==> src/rtl/uart_alu_host.sv <==
// uart_alu_host: sends an ALU command (opcode, val1, val2) as three bytes
// into a TX FIFO, then waits for one result byte from an RX FIFO.
//
// Ports:
//   i_clock, i_reset        clock, async active-high reset
//   i_start, o_ready        command request, accepted only while idle
//   i_opc, i_val1, i_val2   command fields
//   i_tx_full, o_wr,        TX FIFO full flag, write strobe, write data
//   o_wdata
//   i_rx_empty, i_rx_data,  RX FIFO (first-word fall-through), pop strobe
//   o_rd
//   o_result, o_done,       last result, capture pulse, timeout pulse
//   o_timeout
module uart_alu_host #(
  parameter int N       = 8,
  parameter int OPC_N   = 6,
  parameter int TIMEOUT = 50000
) (
  input  logic             i_clock,
  input  logic             i_reset,
  input  logic             i_start,
  input  logic [OPC_N-1:0] i_opc,
  input  logic [N-1:0]     i_val1,
  input  logic [N-1:0]     i_val2,
  input  logic             i_tx_full,
  output logic             o_wr,
  output logic [N-1:0]     o_wdata,
  input  logic             i_rx_empty,
  input  logic [N-1:0]     i_rx_data,
  output logic             o_rd,
  output logic             o_ready,
  output logic [N-1:0]     o_result,
  output logic             o_done,
  output logic             o_timeout
);

  localparam int CW = $clog2(TIMEOUT);
  localparam logic [CW-1:0] CNT_MAX = CW'(TIMEOUT - 1);

  typedef enum logic [2:0] {
    IDLE,
    SEND_OPC,
    SEND_OP1,
    SEND_OP2,
    WAIT_RESP
  } state_t;

  state_t        state;
  logic          wr_q;
  logic [N-1:0]  wdata_q;
  logic [N-1:0]  val1_q;
  logic [N-1:0]  val2_q;
  logic [CW-1:0] cnt;

  // wr_q is high in every SEND state; the strobe is masked while the
  // FIFO is full and the state holds, so the same byte is retried.
  assign o_wr    = wr_q & ~i_tx_full;
  assign o_wdata = wdata_q;
  assign o_ready = (state == IDLE);

  // wdata_q doubles as the latched opcode: it is loaded with the
  // zero-extended opcode on accept and stepped through the operands.
  always_ff @(posedge i_clock or posedge i_reset) begin
    if (i_reset) begin
      state     <= IDLE;
      wr_q      <= 1'b0;
      wdata_q   <= '0;
      val1_q    <= '0;
      val2_q    <= '0;
      cnt       <= '0;
      o_rd      <= 1'b0;
      o_done    <= 1'b0;
      o_timeout <= 1'b0;
      o_result  <= '0;
    end else begin
      o_rd      <= 1'b0;
      o_done    <= 1'b0;
      o_timeout <= 1'b0;
      unique case (state)
        IDLE: begin
          if (i_start) begin
            wdata_q <= N'(i_opc);
            val1_q  <= i_val1;
            val2_q  <= i_val2;
            wr_q    <= 1'b1;
            state   <= SEND_OPC;
          end
        end
        SEND_OPC: begin
          if (!i_tx_full) begin
            wdata_q <= val1_q;
            state   <= SEND_OP1;
          end
        end
        SEND_OP1: begin
          if (!i_tx_full) begin
            wdata_q <= val2_q;
            state   <= SEND_OP2;
          end
        end
        SEND_OP2: begin
          if (!i_tx_full) begin
            wr_q  <= 1'b0;
            cnt   <= '0;
            state <= WAIT_RESP;
          end
        end
        WAIT_RESP: begin
          // Data wins over an expiring counter in the same cycle.
          if (!i_rx_empty) begin
            o_result <= i_rx_data;
            o_rd     <= 1'b1;
            o_done   <= 1'b1;
            state    <= IDLE;
          end else if (cnt == CNT_MAX) begin
            o_timeout <= 1'b1;
            state     <= IDLE;
          end else begin
            cnt <= cnt + CW'(1);
          end
        end
        default: state <= IDLE;
      endcase
    end
  end

endmodule

==> config.mk <==
export PLATFORM = sky130hd
export DESIGN_NAME = uart_alu_host
export DESIGN_NICKNAME = d
export VERILOG_FILES = /design/src/rtl/uart_alu_host.sv
export SDC_FILE = /design/constraint.sdc
export NUM_CORES = 1
export LEC_CHECK = 0
export ABC_AREA = 1
export BUFFER_PORTS_ARGS = -buffer_cell sky130_fd_sc_hd__buf_2
export CAP_MARGIN = 25
export CORE_AREA = 2 2 73 109
export DETAILED_ROUTE_END_ITERATION = 12
export DIE_AREA = 0 0 75 111
export GPL_ROUTABILITY_DRIVEN = 0
export PLACE_DENSITY = 0.64
export SLEW_MARGIN = 20
export SYNTH_ARGS = -nofsm -noshare
export SYNTH_HDL_FRONTEND = slang
export SYNTH_SLANG_ARGS = --single-unit
==> constraint.sdc <==
create_clock -name i_clock -period 1.8 [get_ports i_clock]
set_clock_uncertainty 0.15 [all_clocks]
set_input_delay 0.36 -clock i_clock [delete_from_list [all_inputs] [get_ports i_clock]]
set_output_delay 0.36 -clock i_clock [all_outputs]
set_load 0.03 [all_outputs]
* Yosys cells after proc, flatten, opt, wreduce, memory -nomap -nowiden
Index checks and enable logic that the tools add are counted.
** Word-level totals
- Register bits :: 54
- Input bits :: 35
- Output and inout port bits :: 21
- Word-level logic and storage cells :: 58
** Cells by class
- Add/sub/neg operators :: 1
- Eq/ne operators :: 12
- Muxes and demuxes :: 23
- Bitwise logic cells :: 3
- Reduce and logical (&&, ||, !) cells :: 10
** Operators by type and width (count)
- $mux 16 :: 3
- $pmux 16 s2 :: 1
- $mux 8 :: 3
- $pmux 8 s3 :: 1
- $mux 3 :: 6
- $add 16x1->16 const B :: 1
- $eq 16x16->1 const B :: 1
- $pmux 3 s5 :: 1
- $ne 2x2->1 const B :: 6
- $reduce_and 4->1 :: 2
- $mux 1 :: 7
- $eq 3x2->1 const B :: 2
- $reduce_and 5->1 :: 1
- $reduce_and 2->1 :: 2
- $reduce_bool 2->1 :: 2
- $eq 3x1->1 const B :: 1
- $eq 3x3->1 const B :: 1
- $logic_not 3->1 :: 1
- $ne 3x3->1 const B :: 1
- $reduce_and 3->1 :: 1
- $reduce_bool 3->1 :: 1
- $not 1->1 :: 2
- $pmux 1 s2 :: 1
- $and 1x1->1 :: 1

* Depth between registers and ports, before layout
Gate-level depths: netlist of run 1.
- Depth in word-level cells :: 4
- Gate-level depth with buffers :: 12
- Gate-level depth less buffers :: 11

* Worst setup path before layout of run 1
OpenSTA, ideal clock, no wires.
- Path type :: flip-flop to flip-flop
- Start :: register cnt[0]
- End :: register cnt[7]
- Setup time :: 0.116 ns
- Data arrival time :: 1.485 ns
- Required time :: 1.534 ns
- Slack :: 0.049 ns
- Stages on the path, launching flop included :: 13
- Path buffers :: 1
- Clock period less this slack :: 1.751 ns
- Cells stage by stage :: dfrtp_1 ha_1 nand2_1 inv_2 nand2_2 nor2_4 nand2_2 nand2_2 nand2_4 nand2_8 buf_12 nand2_2 nand2_2
** On the way
- Word-level cells in the longest chain between the ends :: 4
- Elaborated cells on any way between the ends :: 7
- Those cells by class :: add/sub: 1; eq/ne: 2; mux: 3; reduce/logical: 1
** Ends and longest elaborated chain
- from (decl) :: RTL line 53 : logic [CW-1:0] cnt;
- from (signal assigned) :: RTL line 119 : cnt <= cnt + CW'(1);
- $add 16x1->16 :: RTL line 119
- $mux 16 :: RTL line 115 : end else if (cnt == CNT_MAX) begin
- $mux 16 :: RTL line 110 : if (!i_rx_empty) begin
- $pmux 16 s2 :: RTL line 79 : unique case (state)
Parallel ways exist; a longest one is shown, timed or not. The select of a mux whose other input is x is not followed.
A chain may end at the register's enable or synchronous reset.

* Final worst setup path of run 1
- Start :: register state[2]
- End :: output o_ready
** On the way
- Word-level cells in the longest chain between the ends :: 1
** Ends and longest elaborated chain
- from (decl) :: RTL line 48 : state_t state;
- from (signal assigned) :: RTL line 65 : state <= IDLE;
- from (signal assigned) :: RTL line 86 : state <= SEND_OPC;
- from (signal assigned) :: RTL line 92 : state <= SEND_OP1;
- $logic_not 3->1 :: RTL line 59 : assign o_ready = (state == IDLE);
- to (decl) :: RTL line 31 : output logic o_ready,
Every way passes these cells.

==> results.cfg, run 1 <==
[outcome]
status = complete, no violations

[worst_setup_path]
cp-start-kind = flop
path_max_fanout = 3
worstPathArrival_ns = 1.23
slowest_stage = dfrtp_1
r2r_end = cnt[10]
r2r-start = cnt[0]
required_ns = 1.29
cp-end-kind = output port
r2r_slack_ns = 0.08
path_delay_family = flip-flops
critPathKind = flop to output port
path_cells = nor2_2, nand2_1, inv_2, buf_2
reg2reg_depth = 11
crit_path_max_incr_delay_ns = 0.42
crit_buf_inv = 2

[power]
finalPower_mw = 5.77
power_density_nw_per_um2 = 1600
peakVddDrop_mv = 1.03
leakagePower_nw = 1.80

[logic_synthesis]
synth_area_leaders = dfrtp_1 47%, nand2_1 14%, nor2_1 6.3%
synth_edf_count = 0
synth_warnings = 0
postSynthNetCount = 395
ys_async_sr_fraction = 1.00
ys_types = 35
synth_top_cell_by_area = dfrtp_1
synth-main-ff-cell = dfrtp_1
syn_area_um2 = 2860
seq_area_frac_synth = 0.473
avgSynthCellArea_um2 = 7.96
yosysTopAreaCellShare = 0.473
synthCells = 359
synth_seq_cells = 54

[grt]
overflow = 0
grt_pass1_wl_um = 10600
antenna_found_initial = 0
grt_max_degree = 55
grt_use_total = 0.167
grt_pass1_vias = 2377

[finish]
antenna_cells = 0
layout_commonest_cell = nand2_1
nFillCells = 724
instances_no_fill = 540
drive_above_1_share = 0.297
final_cell_mix = 103 x nand2_1, 55 x buf_2, 54 x dfrtp_1
fin_nets = 473
final_util = 0.483
syn_to_final_growth_pct = 26.3

[timing]
finalMaxSlewViolations = 0
hold_viol = 0
rsz0062_at_grt = yes
timing.fmax_mhz = 575
max-slew-margin-rel = 0.780
finalSetupTns_ns = 0
worstMarginPinSlew_ns = 0.329
setup_viol = 0
fin_crit_ns = 1.74
fin_crit_sh = 0.966

[routing]
viasPerCell = 4.62
drtPass1Iterations = 4
vias = 2493
highest_layer = met4
totalWireLength_um = 6490
wl_met1_um = 2640
wire_per_inst_um = 12.0
drtIter0Drc = 93
postRouteAntennaNets = 0
met3_length_um = 176
met2WireLength_um = 3400
drc = 0

[min_path]
hold_path_class = input port to flop
whs_path_depth = 3
hold_end = o_result[6]
hold_start = i_rx_data[6]

[cts]
clk_pin_slew_ns = 0.07
clk_path_buf_depth = 2
cts_tree = yes
clockRootBuffer = clkbuf_16
clkLatencyLatePin_ns = 0.29
cts_inserted_buffers = 5
htreeDepth = 2
clock-sinks = 54

[place]
io_buffers = 55
dp_cells = 522
hpwl_um = 4750

[die]
fp.dieH_um = 111
rows = 39
fp.dieArea_um2 = 8330
initial_core_util = 0.383
coreArea_um2 = 7470
ios = 56
die_x_um = 75

[flow_run]
maxCapViolCount = 0
## metal layers
metal | global-route usage | up-vias
met5 | 0 | -
met4 | 0.0798 | 0
met3 | 0.0309 | 18
met2 | 0.289 | 45
met1 | 0.190 | 1145
li1 | - | 1285
## final cells by class
type / count / area (um^2) / share of cell area
clock buffer: 6 / 139 / 0.0385
tap: 102 / 128 / 0.0354
sequential: 54 / 1350 / 0.374
inverter: 37 / 145 / 0.0402
timing repair buffer: 78 / 475 / 0.132
multi-input combinational: 261 / 1310 / 0.363
clock inverter: 2 / 60.1 / 0.0166
## where the power goes
group	switching, mW	leakage [nW]	internal (mW)
Clock	0.422	0.0971	0.835
Combinational	1.73	1.02	0.953
Sequential	0.197	0.676	1.63
## worst min-delay path, cell delays in order
cell	delay (ns)
buf_2	0.08
nand2_1	0.04
nand2_1	0.04
## state kept, by name (all words and copies together) (netlist names)
| signal | flops |
|---|---|
| o_wdata | 8 |
| cnt | 16 |
| state | 3 |
| val2_q | 8 |
| o_result | 8 |
| val1_q | 8 |
| o_done | 1 |
| o_timeout | 1 |
| wr_q | 1 |
## logic make-up after synthesis
group	Yosys count	synth area share
xor+xnor	5	0.0153
flops	54	0.473
buf+inv	45	0.0761
compound gates	41	0.0805
simple gates	209	0.333
mux	4	0.0184
fa+ha+maj	1	0.00438
## cell usage after synthesis, types with 3 or more instances
cell type and instances:
nand3_1 18, dfrtp_1 54, xor2_1 4, inv_1 28
o22ai_1 4, nor3_1 3, buf_6 3, o21ai_0 8
a21oi_1 19, inv_2 7, nand2_1 105, o21ai_1 6
nand2_2 19, nor2_1 48, nand4_1 5
## stage by stage
step	hold WS (ns)	area [um^2]	worst slack, ns
3_5_place_dp	0.309	3320	0.0575
2_1_floorplan	0.278	2860	0.0495
5_1_grt	0.109	3610	-0.0368
4_1_cts	0.106	3530	0.0336
6_report	0.112	3610	0.0610
3_3_place_gp	0.304	3320	0.0915
## timing repair
action	4_1_cts	5_1_grt
buffers inserted	0	8
hold endpoints to repair	29	0
setup endpoints to repair	0	21
gates resized for setup	0	4
hold buffers	1	0
## worst max path at each step
stage	start	to	slack, ns	cells after the start
3_3_place_gp	cnt[0]	cnt[15]	0.09	11
2_1_floorplan	cnt[0]	cnt[7]	0.05	12
5_1_grt	state[2]	o_ready	-0.04	4
4_1_cts	cnt[0]	cnt[8]	0.03	10
6_report	state[2]	o_ready	0.06	4
3_5_place_dp	cnt[0]	cnt[8]	0.06	10
Power figures use the tool's default switching activity.
==> inputs of run 2 (changes only) <==
Settings changed: PLACE_DENSITY 0.64 to 0.61.
Clock period 1.8 ns to 1.95 ns, I/O delays scaled along.
==> run 2 against run 1 <==
Compared with the run above: clock power is 29% lower; worst setup slack better by 0.038 ns; critical path depth stayed put; wire length is 2.9% lower; non-clock buffer count is 17 lower; combinational power is 20% lower; via count is 3.3% lower; register-to-register slack better by 0.04 ns; sequential share of layout area is 2.4 points higher; critical path type unchanged; largest power group unchanged; sequential power is 5% lower; worst hold slack better by 0.030 ns; sequential cell count stayed put.
==> results.cfg, run 2 (synthesized netlist as in run 1, its figures left out) <==
[worst_setup_path]
required_ns = 1.41
path_max_fanout = 7
cp-start-kind = flop
cp-end-kind = output port
critPathKind = flop to output port
worstPathArrival_ns = 1.31

[timing]
worstMarginPinSlew_ns = 0.321
setup_viol = 0
max-slew-margin-rel = 0.785
hold_viol = 0
holdWs_ns = 0.142
setup_slack_ns = 0.0989
finalMaxSlewViolations = 0
fin_crit_ns = 1.85
fin_crit_sh = 0.949
timing.fmax_mhz = 540
rsz0062_at_grt = no
finalSetupTns_ns = 0

[cts]
htreeDepth = 2
clockRootBuffer = clkbuf_16
clock-sinks = 54
clk_path_buf_depth = 2
cts_inserted_buffers = 5
clkLatencyLatePin_ns = 0.30
clk_pin_slew_ns = 0.07
cts_tree = yes

[die]
rows = 39
die_x_um = 75
initial_core_util = 0.383
ios = 56
fp.dieArea_um2 = 8330
coreArea_um2 = 7470
fp.dieH_um = 111

[finish]
top_register = cnt
nFillCells = 767
instances_no_fill = 522
fin_area_um2 = 3400
syn_to_final_growth_pct = 19.0
final_util = 0.456
fin_nets = 455
layout_commonest_cell = nand2_1
antenna_cells = 0
drive_above_1_share = 0.267
final_cell_mix = 104 x nand2_1, 55 x buf_2, 52 x dfrtp_1
largest_reg_flops = 16

[power]
finalPower_mw = 4.79
power_density_nw_per_um2 = 1410
peakVddDrop_mv = 1.09
leakagePower_nw = 1.67

[place]
hpwl_um = 4720
place_ws_ns = 0.125
io_buffers = 55
placed_cell_area_um2 = 3210
dp_cells = 510

[routing]
wire_per_inst_um = 12.1
drtIter0Drc = 122
totalWireLength_um = 6310
vias = 2410
viasPerCell = 4.62
postRouteAntennaNets = 0
drc = 0
drtPass1Iterations = 4

[grt]
grt_max_degree = 55
grt_pass1_wl_um = 10600
grt_use_total = 0.164
grt_pass1_vias = 2359
overflow = 0
antenna_found_initial = 0

[min_path]
hold_path_class = input port to flop

[outcome]
status = complete, no violations

[flow_run]
maxCapViolCount = 0
==> run 2: cell count changes in the layout (fill, tap and decap cells not counted), sizes merged <==
cell      previous run  this run
buf                 77        60
bufinv               2         0
inv                 35        37
clkinv               1         2
clkinvlp             1         0
nand2              128       127
==> run 2: power breakdown <==
group	switching (mW)	total [mW]	internal, mW	leakage, nW
combinational	1.46	2.15	0.692	0.930
clock	0.414	0.899	0.484	0.0714
sequential	0.232	1.74	1.51	0.674
total	2.11	4.79	2.68	1.67
==> run 2: what timing repair did <==
| item | in CTS | in global routing |
|---|---|---|
| hold endpoints to repair | 24 | 0 |
| gates resized for setup | 1 | 3 |
| setup endpoints to repair | 1 | 9 |
| hold buffers | 1 | 0 |
| setup buffers | 0 | 3 |
| pin swaps | 0 | 1 |
==> run 2: cell type report <==
type	instances	area, um^2	area share
clock inverters	2	17.5	0.00515
inverters	37	141	0.0416
well taps	102	128	0.0375
clock buffers	6	129	0.0379
multi-input cells	260	1300	0.381
flip-flops and latches	54	1350	0.398
repair buffers	61	335	0.0986
==> run 2: metal layers <==
metal  global-route usage  up-vias  share of wire
met2                0.287       38           0.54
met3               0.0327        7          0.029
met4               0.0440        0          0.014
li1                     -     1247              -
met5                    0        -              0
met1                0.199     1118           0.42
==> run 2: path summary, 6_finish.rpt <==
kind	startpoint	end	slack [ns]	cells past startpoint
worst max-delay path	state[0]	o_ready	0.1	4
worst min-delay path	i_rx_data[5]	o_result[5]	0.14	3
worst max register to register	cnt[0]	cnt[14]	0.12	10
worst min register to register	o_result[5]	o_result[5]	0.33	2
max in group asynchronous	i_reset	state[1]	0.85	4
min in group asynchronous	i_reset	o_done	0.54	4
==> run 2: critical path, cell delays in order (launching register included) <==
cell and delay (ns):
dfrtp_2 0.47, nor2_4 0.19, nand2_1 0.11, inv_2 0.07
buf_2 0.19
==> inputs of run 3 (changes only) <==
Settings changed: PLACE_DENSITY 0.61 to 0.64.
Clock period 1.95 ns to 1.48 ns, I/O delays scaled along.
==> run 3 against run 2 <==
Compared with the run above: the run now ends with setup timing left; sequential power grew 33%; wire length grew 34%; cell area grew 31%; via count grew 17%; global-route usage grew 2.7 points; combinational power grew 130%; total power grew 80%; cell count grew 12%; critical path depth grew 7; critical endpoint is now cnt[8].
==> results.cfg, run 3 (synthesized netlist as in run 1, its figures left out) <==
[cts]
cts_tree = yes
clock-sinks = 54
cts_inserted_buffers = 5
clk_path_buf_depth = 2
clkLatencyLatePin_ns = 0.29
htreeDepth = 2
clk_pin_slew_ns = 0.07
clockRootBuffer = clkbuf_16

[grt]
antenna_found_initial = 0
grt_pass1_wl_um = 12200
grt_use_total = 0.191
grt_max_degree = 21
overflow = 0
grt_pass1_vias = 2647

[routing]
drtIter0Drc = 86
wl_met1_um = 2980
viasPerCell = 4.79
drtPass1Iterations = 4
met3_length_um = 286
postRouteAntennaNets = 0
totalWireLength_um = 8450
drc = 0
vias = 2808
wire_per_inst_um = 14.4
highest_layer = met4
met2WireLength_um = 4890

[min_path]
hold_end = o_result[7]
hold_path_class = input port to flop
hold_start = i_rx_data[7]
whs_path_depth = 3

[timing]
timing.fmax_mhz = 597
finalMaxSlewViolations = 0
hold_viol = 0
setup_slack_ns = -0.196
max-slew-margin-rel = 0.736
setup_viol = 51
worstMarginPinSlew_ns = 0.395
fin_crit_ns = 1.68
fin_crit_sh = 1.13
rsz0062_at_grt = yes

[worst_setup_path]
crit_buf_inv = 2
cp-end-kind = flop
r2r_end = cnt[8]
slowest_stage = dfrtp_1
path_cells = ha_2, nand2_2, inv_2, nand2_2, nor2_4, nand2_4, nand2_8, a21oi_4, buf_12, nand2_1, nand2_2
reg2reg_depth = 11
required_ns = 1.57
r2r_slack_ns = -0.20
cp-start-kind = flop
path_delay_family = simple AND/OR/NAND/NOR gates
critPathKind = flop to flop
cpMostUsedCell = nand2_2
r2r-start = cnt[0]
path_max_fanout = 10
worstPathArrival_ns = 1.76
crit_path_max_incr_delay_ns = 0.40

[outcome]
failed_checks = setup timing
status = finished, violations left

[die]
initial_core_util = 0.383
ios = 56
fp.dieArea_um2 = 8330
coreArea_um2 = 7470
die_x_um = 75
fp.dieH_um = 111
rows = 39

[finish]
layout_commonest_cell = nand2_1
drive_above_1_share = 0.498
top_register = cnt
multiInputGateArea_um2 = 1740
fin_nets = 519
antenna_cells = 0
syn_to_final_growth_pct = 55.8
ff_latch_area_um2 = 1350
final_cell_mix = 78 x nand2_1, 54 x buf_2, 52 x dfrtp_1
nFillCells = 661
largest_reg_flops = 16

[power]
peakVddDrop_mv = 0.981
finalPower_mw = 8.61
p_sw_mw = 3.78
sequentialPowerShare = 0.269
combPwrFrac = 0.576
power_density_nw_per_um2 = 1930
internal_power_mw = 4.83
p_clk_frac = 0.155
swShare = 0.440
leakagePower_nw = 2.14

[flow_run]
maxCapViolCount = 0

[place]
place_ws_ns = -0.205
io_buffers = 55
hpwl_um = 5480
[run 3: worst max path at each step]
stage | depth (start not counted) | to | start | slack (ns)
after floorplan | 12 | cnt[4] | cnt[0] | -0.17
after CTS | 11 | cnt[7] | cnt[0] | -0.18
final | 11 | cnt[8] | cnt[0] | -0.20
after global placement | 7 | cnt[15] | state[0] | -0.16
after global routing | 11 | cnt[9] | cnt[0] | -0.28
after detailed placement | 10 | cnt[8] | cnt[0] | -0.20
[run 3: metrics by stage]
stage                      util  std cells  instance area [um^2]  setup TNS [ns]  hold WS [ns]
after global placement    0.488        557                  3640           -4.47         0.168
after global routing      0.597        586                  4450           -8.15        0.0694
after floorplan               -        359                  2910           -2.38         0.214
after detailed placement  0.488        557                  3640           -5.23         0.169
final                     0.597        586                  4450           -4.89        0.0592
after CTS                 0.543        575                  4050           -4.03        0.0516
[run 3: per-layer routing]
metal,global-route usage,up-vias
li1,-,1387
met1,0.195,1340
met2,0.361,61
met3,0.0373,20
met4,0.0726,0
met5,0,-
[run 3: worst reg2reg max path: stages (launching register included)]
cell and delay, ns:
dfrtp_1 0.40, ha_2 0.20, nand2_2 0.10, inv_2 0.05
nand2_2 0.07, nor2_4 0.04, nand2_4 0.09, nand2_8 0.09
a21oi_4 0.15, buf_12 0.14, nand2_1 0.07, nand2_2 0.06
[run 3: what timing repair did]
item / in CTS / in global routing
endpoints found under the hold margin: 13 / 0
gates resized for setup: 43 / 69
hold buffers: 1 / 0
pin swaps: 21 / 21
setup endpoints to repair: 53 / 54
setup buffers: 7 / 7
gates cloned: 2 / 5
[run 3: power groups by stage]
stage | Clock [mW] | Sequential [mW] | Combinational (mW)
2_1_floorplan | 0 | 2.66 | 1.99
3_3_place_gp | 0 | 2.26 | 3.27
3_5_place_dp | 0 | 2.28 | 3.34
4_1_cts | 1.37 | 2.27 | 4.10
5_1_grt | 1.43 | 2.36 | 5.27
6_report | 1.33 | 2.32 | 4.96
[run 3: final cells by class]
| cell class | instances | share of cell area |
|---|---|---|
| inverters | 37 | 0.0371 |
| flip-flops and latches | 54 | 0.304 |
| repair buffers | 121 | 0.202 |
| clock inverters | 2 | 0.00843 |
| multi-input cells | 264 | 0.391 |
| clock buffers | 6 | 0.0289 |
| well taps | 102 | 0.0287 |
